===== config.mk =====
export PLATFORM = sky130hd
export DESIGN_NAME = operand_gather_flat
export DESIGN_NICKNAME = d
export VERILOG_FILES = /design/src/rtl/operand_gather_if.sv /design/src/rtl/operand_gather.sv /design/src/flat_wrapper.sv
export SDC_FILE = /design/constraint.sdc
export NUM_CORES = 1
export LEC_CHECK = 0
export BUFFER_PORTS_ARGS = -buffer_cell sky130_fd_sc_hd__buf_2
export CAP_MARGIN = 10
export CORE_MARGIN = 5
export CORE_UTILIZATION = 48
export DETAILED_ROUTE_END_ITERATION = 16
export PLACE_DENSITY = 0.75
export SETUP_SLACK_MARGIN = 0.02
export SLEW_MARGIN = 40
export SYNTH_ARGS = -nofsm -noshare
export SYNTH_HDL_FRONTEND = slang
export SYNTH_SLANG_ARGS = --single-unit

===== constraint.sdc =====
create_clock -name clk -period 2.5 [get_ports clk]
set_input_delay 0.5 -clock clk [delete_from_list [all_inputs] [get_ports clk]]
set_output_delay 0.5 -clock clk [all_outputs]
set_load 0.02 [all_outputs]

===== src/rtl/operand_gather_if.sv =====
// Handshake bundle between the operand word feeder, the gather block and the adder stage.
// The slave modport is the gather block's view; master is the surrounding environment's view.
interface operand_gather_if #(
    parameter int unsigned W = 8
);
    logic           in_valid;
    logic           in_ready;
    logic [W-1:0]   in_data;
    logic           in_cin;
    logic           out_valid;
    logic           out_ready;
    logic [4*W:0]   ins;

    modport slave (
        input  in_valid,
        input  in_data,
        input  in_cin,
        input  out_ready,
        output in_ready,
        output out_valid,
        output ins
    );

    modport master (
        output in_valid,
        output in_data,
        output in_cin,
        output out_ready,
        input  in_ready,
        input  out_valid,
        input  ins
    );
endinterface


===== src/rtl/operand_gather.sv =====
// Gathers four serial W-bit operand words plus a carry-in into a registered
// 4*W+1 bit operand slot for the four-operand adder, with a wrapping packet count.
module operand_gather #(
    parameter int unsigned W     = 8,
    parameter int unsigned CNT_W = 16
) (
    input  logic                 clk,
    input  logic                 rst,
    input  logic                 flush_i,
    operand_gather_if.slave      bus,
    output logic [1:0]           word_idx_o,
    output logic [CNT_W-1:0]     pkt_cnt_o
);

    localparam int unsigned INS_W = 4*W + 1;

    typedef enum logic [1:0] {
        ST_X = 2'd0,
        ST_Y = 2'd1,
        ST_Z = 2'd2,
        ST_W = 2'd3
    } state_e;

    state_e              state_q, state_d;
    logic [W-1:0]        x_q, x_d;
    logic [W-1:0]        y_q, y_d;
    logic [W-1:0]        z_q, z_d;
    logic [INS_W-1:0]    ins_q, ins_d;
    logic                out_valid_q, out_valid_d;
    logic [CNT_W-1:0]    pkt_cnt_q, pkt_cnt_d;
    logic                in_ready_c;
    logic                accept_c;

    always_ff @(posedge clk or posedge rst) begin
        if (rst) begin
            state_q     <= ST_X;
            x_q         <= '0;
            y_q         <= '0;
            z_q         <= '0;
            ins_q       <= '0;
            out_valid_q <= 1'b0;
            pkt_cnt_q   <= '0;
        end else begin
            state_q     <= state_d;
            x_q         <= x_d;
            y_q         <= y_d;
            z_q         <= z_d;
            ins_q       <= ins_d;
            out_valid_q <= out_valid_d;
            pkt_cnt_q   <= pkt_cnt_d;
        end
    end

    // The last word only stalls when the slot is full and not draining this cycle.
    always_comb begin
        state_d     = state_q;
        x_d         = x_q;
        y_d         = y_q;
        z_d         = z_q;
        ins_d       = ins_q;
        out_valid_d = out_valid_q;
        pkt_cnt_d   = pkt_cnt_q;

        in_ready_c  = !flush_i && ((state_q != ST_W) || !out_valid_q || bus.out_ready);
        accept_c    = bus.in_valid && in_ready_c;

        if (out_valid_q && bus.out_ready) begin
            out_valid_d = 1'b0;
        end

        if (flush_i) begin
            state_d = ST_X;
        end else if (accept_c) begin
            unique case (state_q)
                ST_X: begin
                    x_d     = bus.in_data;
                    state_d = ST_Y;
                end
                ST_Y: begin
                    y_d     = bus.in_data;
                    state_d = ST_Z;
                end
                ST_Z: begin
                    z_d     = bus.in_data;
                    state_d = ST_W;
                end
                ST_W: begin
                    ins_d       = {bus.in_cin, bus.in_data, z_q, y_q, x_q};
                    out_valid_d = 1'b1;
                    pkt_cnt_d   = pkt_cnt_q + CNT_W'(1);
                    state_d     = ST_X;
                end
                default: state_d = ST_X;
            endcase
        end
    end

    assign bus.in_ready  = in_ready_c;
    assign bus.out_valid = out_valid_q;
    assign bus.ins       = ins_q;
    assign word_idx_o    = state_q;
    assign pkt_cnt_o     = pkt_cnt_q;

endmodule


===== src/flat_wrapper.sv =====
// flat-port wrapper written by rule: the top's interface ports become plain ports
module operand_gather_flat 
#(
    parameter int unsigned W     = 8,
    parameter int unsigned CNT_W = 16
)
  (clk, rst, flush_i, word_idx_o, pkt_cnt_o, bus_in_valid, bus_in_data, bus_in_cin, bus_out_ready, bus_in_ready, bus_out_valid, bus_ins);
  operand_gather_if #(.W(W)) bus_i ();
  input  logic clk;
  input  logic rst;
  input  logic flush_i;
  output logic [1:0] word_idx_o;
  output logic [CNT_W-1:0] pkt_cnt_o;
  input wire logic [$bits(bus_i.in_valid)-1:0] bus_in_valid;
  input wire logic [$bits(bus_i.in_data)-1:0] bus_in_data;
  input wire logic [$bits(bus_i.in_cin)-1:0] bus_in_cin;
  input wire logic [$bits(bus_i.out_ready)-1:0] bus_out_ready;
  output wire logic [$bits(bus_i.in_ready)-1:0] bus_in_ready;
  output wire logic [$bits(bus_i.out_valid)-1:0] bus_out_valid;
  output wire logic [$bits(bus_i.ins)-1:0] bus_ins;
  assign bus_i.in_valid = bus_in_valid;
  assign bus_i.in_data = bus_in_data;
  assign bus_i.in_cin = bus_in_cin;
  assign bus_i.out_ready = bus_out_ready;
  assign bus_in_ready = bus_i.in_ready;
  assign bus_out_valid = bus_i.out_valid;
  assign bus_ins = bus_i.ins;
  operand_gather #(.W(W), .CNT_W(CNT_W)) u_core (.clk(clk), .rst(rst), .flush_i(flush_i), .bus(bus_i), .word_idx_o(word_idx_o), .pkt_cnt_o(pkt_cnt_o));
endmodule

==> results of run 1 <==
==> kinds of logic after synthesis <==
family                   share of synthesized area, %
AO/OA/AOI/OAI                                    1.34
XOR/XNOR                                         4.25
AND/OR/NAND/NOR                                  7.61
flip-flops                                       61.5
buffers and inverters                            1.50
multiplexers                                     21.4
adder cells (fa/ha/maj)                          2.43
==> cell usage in the layout, fill, tap and decap left out, types with 3 or more instances in the layout <==
| cell | Yosys | routed |
|---|---|---|
| dfrtp_1 | 76 | 76 |
| nand4_1 | 9 | 9 |
| ha_1 | 6 | 6 |
| and3_1 | 3 | 3 |
| nand2_4 | 3 | 3 |
| nand2_1 | 6 | 6 |
| xnor2_1 | 14 | 14 |
| mux2_2 | 56 | 56 |
| clkbuf_8 | 0 | 12 |
| buf_2 | 1 | 66 |
==> worst min-delay path by stage <==
stage | cells after the start | end | start | slack, ps
2_1_floorplan | 1 | u_core.bus.ins[10] | u_core.y_q[2] | 470
3_3_place_gp | 1 | u_core.pkt_cnt_o[15] | u_core.pkt_cnt_o[15] | 460
3_5_place_dp | 1 | u_core.pkt_cnt_o[15] | u_core.pkt_cnt_o[15] | 460
4_1_cts | 3 | u_core.pkt_cnt_o[11] | rst | 250
5_1_grt | 3 | u_core.pkt_cnt_o[13] | rst | 250
6_report | 3 | u_core.pkt_cnt_o[11] | rst | 230
==> power by group through the flow <==
| stage | logic (uW) | clock network (uW) | registers [uW] |
|---|---|---|---|
| floorplan | 366 | 0 | 1930 |
| global placement | 834 | 0 | 1740 |
| detailed placement | 860 | 0 | 1750 |
| CTS | 862 | 970 | 1730 |
| global route | 922 | 1040 | 1770 |
| finish | 845 | 945 | 1730 |
==> metrics by stage <==
step / hold WS (ps) / instance area, um2
CTS: 249 / 3720
global placement: 455 / 3520
global route: 254 / 3720
finish: 232 / 3720
floorplan: 474 / 3090
detailed placement: 458 / 3520
==> metal layers <==
layer | wire length (um) | up-vias | GRT usage, %
met2 | 2710 | 54 | 23.4
met1 | 2590 | 906 | 20.9
li1 | - | 845 | -
met5 | 0 | - | 0
met4 | 61 | 0 | 3.72
met3 | 430 | 7 | 6.75
==> cell usage after synthesis <==
| library cell | number | share of area (%) |
|---|---|---|
| a21oi_1 | 1 | 0.16 |
| a21oi_4 | 1 | 0.53 |
| and2_1 | 1 | 0.20 |
| and3_1 | 3 | 0.61 |
| and4_1 | 2 | 0.57 |
| buf_2 | 1 | 0.16 |
| buf_4 | 4 | 0.97 |
| dfrtp_1 | 76 | 62 |
| ha_1 | 6 | 2.4 |
| inv_1 | 3 | 0.36 |
| mux2_2 | 56 | 20 |
| mux2_4 | 2 | 0.97 |
| nand2_1 | 6 | 0.73 |
| nand2_4 | 3 | 1.1 |
| nand2b_1 | 1 | 0.20 |
| nand2b_4 | 1 | 0.45 |
| nand3_1 | 1 | 0.16 |
| nand3b_4 | 1 | 0.65 |
| nand4_1 | 9 | 1.8 |
| nor2_4 | 1 | 0.36 |
| nor2b_4 | 1 | 0.45 |
| nor3_2 | 1 | 0.32 |
| o21ai_0 | 1 | 0.16 |
| o31ai_1 | 2 | 0.49 |
| xnor2_1 | 14 | 4.0 |
| xor2_1 | 1 | 0.28 |
==> sequential cells by signal (all words and copies together), names as in the netlist <==
| register | cells |
|---|---|
| u_core.x_q | 8 |
| u_core.y_q | 8 |
| u_core.word_idx_o | 2 |
| u_core.bus.ins | 33 |
| u_core.pkt_cnt_o | 16 |
| u_core.bus.out_valid | 1 |
| u_core.z_q | 8 |
==> worst min-delay path: stages <==
cell and delay (ps):
buf_2 100, inv_2 60, buf_12 330
==> final cells by class <==
| type | instances | share of cell area, % |
|---|---|---|
| multi-input cells | 115 | 30.7 |
| repair buffers | 69 | 9.82 |
| flip-flops and latches | 76 | 51.1 |
| inverters | 3 | 0.303 |
| well taps | 77 | 2.59 |
| clock buffers | 14 | 4.64 |
| clock inverters | 1 | 0.807 |
==> reports/qor.json, run 1 <==
{
  "wl_per_cell": {"value": 16.3, "unit": "um"},
  "ant_diodes": {"value": 0},
  "synth_fp_nets": {"value": 219},
  "drt_iter0_markers": {"value": 69},
  "cp_num_buf_inv": {"value": 1},
  "clkPwrFrac": {"value": 26.9, "unit": "%"},
  "io_buffer_count": {"value": 66},
  "end_of_the_worst_register_to_register_path": {"value": "u_core.bus.ins[29]"},
  "achievable_freq": {"value": 0.531, "unit": "GHz"},
  "drv_slew": {"value": 0},
  "cell_by_cell_trace_of_the_critical_path": {"value": "ha_1, a21oi_1, buf_2"},
  "clockBufferDepth": {"value": 2},
  "synth_cell_types": {"value": 26},
  "power.density_cell_area": {"value": 945, "unit": "nW/um2"},
  "combPwrFrac": {"value": 24.0, "unit": "%"},
  "floorplan.die_area": {"value": 8150, "unit": "um2"},
  "worst-r2r-setup-slack": {"value": 740, "unit": "ps"},
  "run_status": {"value": "complete, no violations"},
  "vias_in_the_first_global_route": {"value": 1943},
  "path_depth": {"value": 3},
  "share_of_total_power_consumed_by_net_switching": {"value": 29.1, "unit": "%"},
  "placeableCoreArea": {"value": 6310, "unit": "um2"},
  "report.power.total": {"value": 3520, "unit": "uW"},
  "timing.setup.critical_path_class": {"value": "register to output pin"},
  "peakVddDrop": {"value": 0.659, "unit": "mV"},
  "layout_min_cycle_time": {"value": 1880, "unit": "ps"},
  "antenna_violating_nets_post_route": {"value": 0},
  "critical_path.reg2reg.startpoint": {"value": "u_core.word_idx_o[1]"},
  "r2r_cells": {"value": 5},
  "slowest_delay": {"value": 420, "unit": "ps"},
  "i_o_pin_count": {"value": 67},
  "fillerInstances": {"value": 524},
  "rsz_0062_raised_after_global_routing": {"value": "false"},
  "layout.cells.non_filler": {"value": 355},
  "layout-area-overhead-vs-synth": {"value": 20.4, "unit": "%"},
  "hold_viol_final": {"value": 0},
  "dpl.cell_count": {"value": 340},
  "post_cts.resized_instances": {"value": 0},
  "grt_start_max_net_pins": {"value": 77},
  "fin_setup_tns": {"value": 0, "unit": "ps"},
  "relSlewSlack": {"value": 66.9, "unit": "%"},
  "post_synth_instance_area": {"value": 3090, "unit": "um2"},
  "groute.usage.overall": {"value": 15.6, "unit": "%"},
  "number_of_buffers_added_by_the_clock_tree_synthesis_step": {"value": 9},
  "maxCapViolCount": {"value": 0},
  "cts.htree.levels": {"value": 3},
  "post-place-ws": {"value": 748, "unit": "ps"},
  "min-delay-path-class": {"value": "input port to asynchronous set/reset pin"},
  "clock-skew-final": {"value": 10.6, "unit": "ps"},
  "drt_first_pass_iters": {"value": 4},
  "start_kind": {"value": "register"},
  "endpoint_kind": {"value": "output pin"},
  "cts_setup_buffers": {"value": 0},
  "cts.root.buffer_cell": {"value": "clkbuf_8"},
  "cts_tree": {"value": "yes"},
  "grt_antenna_before_repair": {"value": 0},
  "final.period_utilization": {"value": 75.3, "unit": "%"},
  "worst_ep_arrival_time": {"value": 1380, "unit": "ps"},
  "yosysWarnings": {"value": 0},
  "totalWireLength": {"value": 5790, "unit": "um"},
  "final_util": {"value": 58.9, "unit": "%"},
  "critPathRequiredTime": {"value": 2000, "unit": "ps"},
  "multi_input_comb_area": {"value": 1140, "unit": "um2"},
  "timing.critical_path.max_delay_family": {"value": "flip-flops"},
  "power_report.internal_total": {"value": 2490, "unit": "uW"},
  "globalplace.congestion": {"value": 0.778},
  "count_of_clock_tree_sinks": {"value": 76},
  "power_switching": {"value": 1020, "unit": "uW"},
  "path_clk_slew": {"value": 80, "unit": "ps"},
  "route.detailed.vias_per_inst": {"value": 5.10},
  "route.vias.total": {"value": 1812},
  "path_max_fanout": {"value": 4},
  "detailedPlacementHpwl": {"value": 3950, "unit": "um"},
  "cts_hold_buf": {"value": 0},
  "synthesis.area_per_instance": {"value": 15.5, "unit": "um2"},
  "global_route.overflow_total": {"value": 0},
  "drc": {"value": 0},
  "yosysSeqAreaShare": {"value": 61.5, "unit": "%"},
  "site_row_count": {"value": 29},
  "final_critical_path_setup_slack": {"value": 618, "unit": "ps"},
  "die_height": {"value": 90.3, "unit": "um"},
  "clk_latency": {"value": 340, "unit": "ps"},
  "layout-drive-gt1-share": {"value": 54.0, "unit": "%"},
  "p_leak": {"value": 0.00195, "unit": "uW"},
  "cp-endpoint": {"value": "bus_in_ready"},
  "power.share.sequential": {"value": 49.1, "unit": "%"},
  "initial_core_util": {"value": 49.0, "unit": "%"},
  "die_width": {"value": 90.3, "unit": "um"},
  "synth.ff_latch_count": {"value": 76},
  "syn-instance-count": {"value": 199},
  "critical-path-slowest-cell": {"value": "dfrtp_1"},
  "worst_tran_pin_value": {"value": 494, "unit": "ps"},
  "number_of_nets_at_the_end_of_the_flow": {"value": 294},
  "timing.final.setup_violations": {"value": 0},
  "grt_pass1_wl": {"value": 10100, "unit": "um"},
  "critical_path.startpoint": {"value": "u_core.word_idx_o[0]"},
  "seq_area": {"value": 1900, "unit": "um2"}
}
Note: power is estimated with default switching activity, not from simulation.
==> inputs of run 2 (changes only) <==
Settings changed: CORE_UTILIZATION 48 to 53, PLACE_DENSITY 0.75 to 0.78.
Clock period 2.5 ns to 1.8 ns, I/O delays scaled along.
==> run 2 against run 1 <==
Worst hold slack got worse by 180 ps. First-iteration DRC count decreased by 20%. Worst setup slack got worse by 500 ps. Via count increased by 3.3%. Final area increased by 1.2%. Register-to-register slack got worse by 570 ps. Clock power increased by 42%. Non-clock buffer count increased by 2. Count of clock-buffer cells in the layout decreased by 4.
==> reports/qor.json, run 2 (synthesis results as in run 1) <==
{
  "r2r_cells": {"value": 5, "change": "unchanged"},
  "grt_antenna_before_repair": {"value": 0, "change": "unchanged"},
  "achievable_freq": {"value": 0.593, "unit": "GHz"},
  "number_of_nets_at_the_end_of_the_flow": {"value": 296, "change": "+0.68%"},
  "critPathRequiredTime": {"value": 1440, "unit": "ps", "change": "-560 ps"},
  "clkPwrFrac": {"value": 27.3, "unit": "%", "change": "+0.4 points"},
  "endpoint_kind": {"value": "output pin"},
  "hold_viol_final": {"value": 0, "change": "unchanged"},
  "wl_per_cell": {"value": 16.5, "unit": "um", "change": "+1.3%"},
  "largest_reg_flops": {"value": 33, "change": "unchanged"},
  "final.period_utilization": {"value": 93.7, "unit": "%"},
  "layout_min_cycle_time": {"value": 1690, "unit": "ps"},
  "power.share.sequential": {"value": 48.8, "unit": "%", "change": "-0.3 points"},
  "drc": {"value": 0, "change": "unchanged"},
  "die_width": {"value": 86.4, "unit": "um", "change": "-4.3%"},
  "fillerInstances": {"value": 431, "change": "-18%"},
  "path_depth": {"value": 3, "change": "unchanged"},
  "worst_tran_pin_value": {"value": 552, "unit": "ps", "change": "+57.9 ps"},
  "layout-drive-gt1-share": {"value": 55.5, "unit": "%", "change": "+1.6 points"},
  "final_util": {"value": 67.6, "unit": "%", "change": "+8.6 points"},
  "leading_cell_types_in_the_layout_fill_and_taps_excluded": {"value": "76 x dfrtp_1, 66 x buf_2, 56 x mux2_2, 14 x xnor2_1, 10 x clkbuf_8"},
  "run_status": {"value": "complete, no violations"},
  "timing.final.setup_violations": {"value": 0, "change": "unchanged"},
  "relSlewSlack": {"value": 63.1, "unit": "%", "change": "-3.8 points"},
  "i_o_pin_count": {"value": 67, "change": "unchanged"},
  "totalWireLength": {"value": 5830, "unit": "um", "change": "+0.74%"},
  "peakVddDrop": {"value": 0.822, "unit": "mV", "change": "+25%"},
  "cts_tree": {"value": "yes"},
  "path_max_fanout": {"value": 4, "change": "unchanged"},
  "cts_hold_buf": {"value": 0, "change": "unchanged"},
  "site_row_count": {"value": 27, "change": "-6.9%"},
  "cp_num_buf_inv": {"value": 1, "change": "unchanged"},
  "globalplace.congestion": {"value": 0.797, "change": "+2.4%"},
  "drt_iter0_markers": {"value": 55, "change": "-20%"},
  "post_cts.resized_instances": {"value": 1, "change": "+1"},
  "cts.htree.levels": {"value": 3, "change": "unchanged"},
  "count_of_clock_tree_sinks": {"value": 76, "change": "unchanged"},
  "maxCapViolCount": {"value": 0, "change": "unchanged"},
  "min-delay-path-class": {"value": "input port to asynchronous set/reset pin"},
  "end_of_the_worst_register_to_register_path": {"value": "u_core.bus.ins[13]"},
  "floorplan.die_area": {"value": 7460, "unit": "um2", "change": "-8.4%"},
  "initial_core_util": {"value": 55.5, "unit": "%", "change": "+6.5 points"},
  "die_height": {"value": 86.4, "unit": "um", "change": "-4.3%"},
  "layout_commonest_cell": {"value": "dfrtp_1"},
  "p_leak": {"value": 0.00195, "unit": "uW", "change": "+0.37%"},
  "placeableCoreArea": {"value": 5570, "unit": "um2", "change": "-12%"},
  "timing.critical_path.max_delay_family": {"value": "flip-flops"},
  "worst-r2r-setup-slack": {"value": 170, "unit": "ps", "change": "-570 ps"},
  "number_of_buffers_added_by_the_clock_tree_synthesis_step": {"value": 9, "change": "unchanged"},
  "path_clk_slew": {"value": 80, "unit": "ps", "change": "about the same"},
  "cts.root.buffer_cell": {"value": "clkbuf_8"},
  "antenna_violating_nets_post_route": {"value": 0, "change": "unchanged"},
  "io_buffer_count": {"value": 66, "change": "unchanged"},
  "worst_ep_arrival_time": {"value": 1330, "unit": "ps", "change": "-50 ps"},
  "route.vias.total": {"value": 1872, "change": "+3.3%"},
  "timing.setup.critical_path_class": {"value": "register to output pin"},
  "cts_setup_buffers": {"value": 0, "change": "unchanged"},
  "power_report.internal_total": {"value": 3410, "unit": "uW", "change": "+37%"},
  "share_of_total_power_consumed_by_net_switching": {"value": 30.7, "unit": "%", "change": "+1.6 points"},
  "clock-skew-final": {"value": 10.7, "unit": "ps", "change": "+0.124 ps"},
  "grt_pass1_wl": {"value": 9900, "unit": "um", "change": "-2.3%"},
  "rsz_0062_raised_after_global_routing": {"value": "false"},
  "vias_in_the_first_global_route": {"value": 2010, "change": "+3.4%"},
  "global_route.overflow_total": {"value": 0, "change": "unchanged"},
  "clk_latency": {"value": 350, "unit": "ps", "change": "about the same"},
  "power.density_cell_area": {"value": 1300, "unit": "nW/um2", "change": "+38%"},
  "layout-area-overhead-vs-synth": {"value": 21.9, "unit": "%"},
  "cell_by_cell_trace_of_the_critical_path": {"value": "ha_2, a21oi_1, buf_2"},
  "grt_start_max_net_pins": {"value": 34, "change": "-56%"},
  "groute.usage.overall": {"value": 17.2, "unit": "%", "change": "+1.6 points"},
  "critical_path.reg2reg.startpoint": {"value": "u_core.word_idx_o[0]"},
  "power_switching": {"value": 1510, "unit": "uW", "change": "+48%"},
  "detailedPlacementHpwl": {"value": 4030, "unit": "um", "change": "+2.2%"},
  "combPwrFrac": {"value": 23.9, "unit": "%", "change": "about the same"},
  "drt_first_pass_iters": {"value": 4, "change": "unchanged"},
  "start_kind": {"value": "register"},
  "drv_slew": {"value": 0, "change": "unchanged"},
  "ant_diodes": {"value": 0, "change": "unchanged"},
  "slowest_delay": {"value": 430, "unit": "ps", "change": "about the same"},
  "critical-path-slowest-cell": {"value": "dfrtp_1"},
  "route.detailed.vias_per_inst": {"value": 5.30, "change": "+3.9%"},
  "clockBufferDepth": {"value": 2, "change": "unchanged"},
  "fin_setup_tns": {"value": 0, "unit": "ps", "change": "unchanged"}
}
run 2: changes by cell type in the layout (fill, tap and decap cells not counted), moves of 2 or more:
cell,delta
buf_12,+2
clkbuf_1,-2
clkbuf_8,-2
clkinv_4,+2
clkinvlp_4,+3
run 2: worst max path at each step:
stage	slack, ps	endpoint	start
floorplan	130	u_core.bus.ins[24]	u_core.word_idx_o[1]
global placement	170	u_core.bus.ins[28]	u_core.word_idx_o[0]
detailed placement	110	u_core.bus.ins[29]	u_core.word_idx_o[0]
CTS	80	bus_in_ready	u_core.word_idx_o[0]
global route	40	bus_in_ready	u_core.word_idx_o[0]
finish	110	bus_in_ready	u_core.word_idx_o[0]
run 2: final cells by class:
cell class	instances	area, um2	area share (%)
inverter	3	15.0	0.399
sequential	76	1900	50.5
clock inverter	6	71.3	1.89
multi-input combinational	115	1150	30.4
timing repair buffer	71	405	10.8
tap	72	90.1	2.39
clock buffer	10	138	3.65
run 2: per-layer routing:
layer  GRT usage [%]  share of wire [%]  up-vias
li1                -                  -      857
met1            22.0                 43      938
met2            26.0                 46       66
met3            6.94                8.4       11
met4            7.22                1.6        0
met5               0                  0        -
run 2: worst reg2reg max path, stage by stage, from the launching register on:
cell and delay (ps):
dfrtp_1 420, ha_2 260, nand3b_4 110, nor2_4 130
buf_12 220, mux2_2 390
run 2: per-stage QoR:
stage,cell area (um2),hold slack [ps],power [uW],setup slack [ps],cells
floorplan,3100,458,3190,125,199
global placement,3560,436,3570,173,337
detailed placement,3560,443,3630,111,337
CTS,3770,57.3,4980,77.7,353
global route,3770,76.0,5190,35.3,353
finish,3770,50.8,4910,114,353
run 2: power groups by stage:
stage / logic, uW / registers (uW) / clock network, uW
CTS: 1200 / 2400 / 1380
global placement: 1160 / 2410 / 0
detailed placement: 1200 / 2430 / 0
floorplan: 509 / 2690 / 0
global route: 1270 / 2460 / 1460
finish: 1180 / 2400 / 1340
==> inputs of run 3 (changes only) <==
Settings changed: BUFFER_PORTS_ARGS -buffer_cell sky130_fd_sc_hd__buf_2 to not set, CORE_UTILIZATION 53 to 55, DONT_BUFFER_PORTS set to 1, PLACE_DENSITY 0.78 to 0.7.
Clock period 1.8 ns to 2.1 ns, I/O delays scaled along.
==> run 3 against run 2 <==
Final cell count shrank 18%. Critical path depth shrank 1. Die area shrank 3.2%. Worst setup slack gained 95 ps. Critical endpoint unchanged. Combinational power shrank 56%. Critical path type unchanged.
==> reports/qor.json, run 3 (synthesis results as in run 1) <==
{
  "run_status": {"value": "complete, no violations"},
  "met2_usage": {"value": 27.8, "unit": "%", "change": "+1.7 points"},
  "global_route.overflow_total": {"value": 0, "change": "unchanged"},
  "route.vias.total": {"value": 1614, "change": "-14%"},
  "timing.final.setup_violations": {"value": 0, "change": "unchanged"},
  "report.power.total": {"value": 3990, "unit": "uW", "change": "-19%"},
  "maxCapViolCount": {"value": 0, "change": "unchanged"},
  "grt_pass1_wl": {"value": 9490, "unit": "um", "change": "-4.2%"},
  "layout_min_cycle_time": {"value": 1890, "unit": "ps"},
  "min-delay-path-class": {"value": "input port to register"},
  "number_of_nets_at_the_end_of_the_flow": {"value": 232, "change": "-22%"},
  "die_height": {"value": 85.0, "unit": "um", "change": "-1.6%"},
  "placeableCoreArea": {"value": 5470, "unit": "um2", "change": "-1.8%"},
  "io_buffer_count": {"value": 0, "change": "-100%"},
  "layout-drive-gt1-share": {"value": 41.5, "unit": "%", "change": "-14 points"},
  "design_area": {"value": 3430, "unit": "um2", "change": "-8.9%"},
  "fin_setup_tns": {"value": 0, "unit": "ps", "change": "unchanged"},
  "drv_slew": {"value": 0, "change": "unchanged"},
  "peak_usage_layer_in_the_global_routing_report": {"value": "met2"},
  "placement_cell_area": {"value": 3220, "unit": "um2", "change": "-9.4%"},
  "grt.met3_usage": {"value": 8.45, "unit": "%", "change": "+1.5 points"},
  "number_of_buffers_added_by_the_clock_tree_synthesis_step": {"value": 9, "change": "unchanged"},
  "endpoint_kind": {"value": "output pin"},
  "i_o_pin_count": {"value": 67, "change": "unchanged"},
  "antenna_violating_nets_post_route": {"value": 0, "change": "unchanged"},
  "critPathRequiredTime": {"value": 1680, "unit": "ps", "change": "+240 ps"},
  "grt_antenna_before_repair": {"value": 0, "change": "unchanged"},
  "grt_start_max_net_pins": {"value": 34, "change": "unchanged"},
  "globalplace.congestion": {"value": 0.801, "change": "+0.48%"},
  "largest_reg_flops": {"value": 33, "change": "unchanged"},
  "groute.usage.overall": {"value": 17.0, "unit": "%", "change": "-0.18 points"},
  "wl_per_cell": {"value": 19.4, "unit": "um", "change": "+18%"},
  "achievable_freq": {"value": 0.529, "unit": "GHz"},
  "layout_commonest_cell": {"value": "dfrtp_1"},
  "totalWireLength": {"value": 5620, "unit": "um", "change": "-3.7%"},
  "layout-area-overhead-vs-synth": {"value": 11.0, "unit": "%"},
  "clockBufferDepth": {"value": 2, "change": "unchanged"},
  "path_clk_slew": {"value": 80, "unit": "ps", "change": "about the same"},
  "initial_core_util": {"value": 56.5, "unit": "%", "change": "+1.0 points"},
  "post_cts.resized_instances": {"value": 0, "change": "-1"},
  "vias_in_the_first_global_route": {"value": 1750, "change": "-13%"},
  "hold_viol_final": {"value": 0, "change": "unchanged"},
  "worst_tran_pin_value": {"value": 503, "unit": "ps", "change": "-49.3 ps"},
  "count_of_clock_tree_sinks": {"value": 76, "change": "unchanged"},
  "leading_cell_types_in_the_layout_fill_and_taps_excluded": {"value": "76 x dfrtp_1, 56 x mux2_2, 14 x xnor2_1, 10 x clkbuf_8, 9 x nand4_1"},
  "power.density_cell_area": {"value": 1160, "unit": "nW/um2", "change": "-11%"},
  "clk_latency": {"value": 350, "unit": "ps", "change": "about the same"},
  "site_row_count": {"value": 27, "change": "unchanged"},
  "start_kind": {"value": "register"},
  "drc": {"value": 0, "change": "unchanged"},
  "clock-skew-final": {"value": 8.17, "unit": "ps", "change": "-2.51 ps"},
  "route.detailed.vias_per_inst": {"value": 5.58, "change": "+5.3%"},
  "rsz_0062_raised_after_global_routing": {"value": "false"},
  "p_leak": {"value": 0.00163, "unit": "uW", "change": "-17%"},
  "worst-r2r-setup-slack": {"value": 450, "unit": "ps", "change": "+280 ps"},
  "relSlewSlack": {"value": 66.4, "unit": "%", "change": "+3.3 points"},
  "die_width": {"value": 85.0, "unit": "um", "change": "-1.6%"},
  "floorplan.die_area": {"value": 7220, "unit": "um2", "change": "-3.2%"},
  "timing.setup.critical_path_class": {"value": "register to output pin"},
  "drt_first_pass_iters": {"value": 4, "change": "unchanged"},
  "detailedPlacementHpwl": {"value": 4040, "unit": "um", "change": "about the same"},
  "ant_diodes": {"value": 0, "change": "unchanged"},
  "cts.htree.levels": {"value": 3, "change": "unchanged"},
  "worst_ep_arrival_time": {"value": 1470, "unit": "ps", "change": "+140 ps"},
  "peakVddDrop": {"value": 0.750, "unit": "mV", "change": "-8.8%"},
  "cts_tree": {"value": "yes"},
  "globalRouteMet1Util": {"value": 18.8, "unit": "%", "change": "-3.2 points"},
  "path_max_fanout": {"value": 3, "change": "-1"},
  "drt_iter0_markers": {"value": 50, "change": "-9.1%"},
  "cts.root.buffer_cell": {"value": "clkbuf_8"},
  "final.period_utilization": {"value": 90.1, "unit": "%"}
}
run 3: critical path: stages (launching register included):
cell and delay (ps):
dfrtp_1 400, ha_1 290, a21oi_1 440
run 3: area by class of cell:
| cell class | count | area, um2 |
|---|---|---|
| well taps | 72 | 90.1 |
| multi-input cells | 115 | 1140 |
| fillers | 420 | 2040 |
| clock buffers | 10 | 138 |
| inverters | 3 | 15.0 |
| repair buffers | 7 | 80.1 |
| flip-flops and latches | 76 | 1900 |
| clock inverters | 6 | 63.8 |
run 3: per-layer routing:
metal	wire length (um)	part of all wire (%)
met1	2100	37
met5	0	0
met4	129	2.3
met2	2860	51
met3	528	9.4
run 3: path summary, 6_finish.rpt:
path	startpoint	to	cells past startpoint
min	flush_i	u_core.word_idx_o[0]	1
min in group asynchronous	rst	u_core.pkt_cnt_o[0]	2
max reg2reg	u_core.word_idx_o[0]	u_core.bus.ins[10]	5
max	u_core.word_idx_o[0]	bus_in_ready	2
max in group asynchronous	rst	u_core.z_q[7]	3
min reg2reg	u_core.y_q[1]	u_core.bus.ins[9]	1
run 3: timing repair:
| item | in CTS | in global routing |
|---|---|---|
| hold endpoints to repair | 21 | 0 |
| setup buffers | 0 | 0 |
| hold buffers | 1 | 0 |
run 3: through the flow:
step	cells	utilization, %	hold slack, ps	setup WS (ps)
after detailed placement	272	58.8	345	484
after CTS	289	62.7	159	193
final	289	62.7	164	208
after floorplan	199	-	474	425
after global routing	289	62.7	155	144
after global placement	272	58.8	334	541
run 3: where the power goes:
| part | switching, uW | total, uW | internal (uW) |
|---|---|---|---|
| Combinational | 190 | 524 | 333 |
| Clock | 529 | 1110 | 578 |
| Sequential | 502 | 2360 | 1850 |
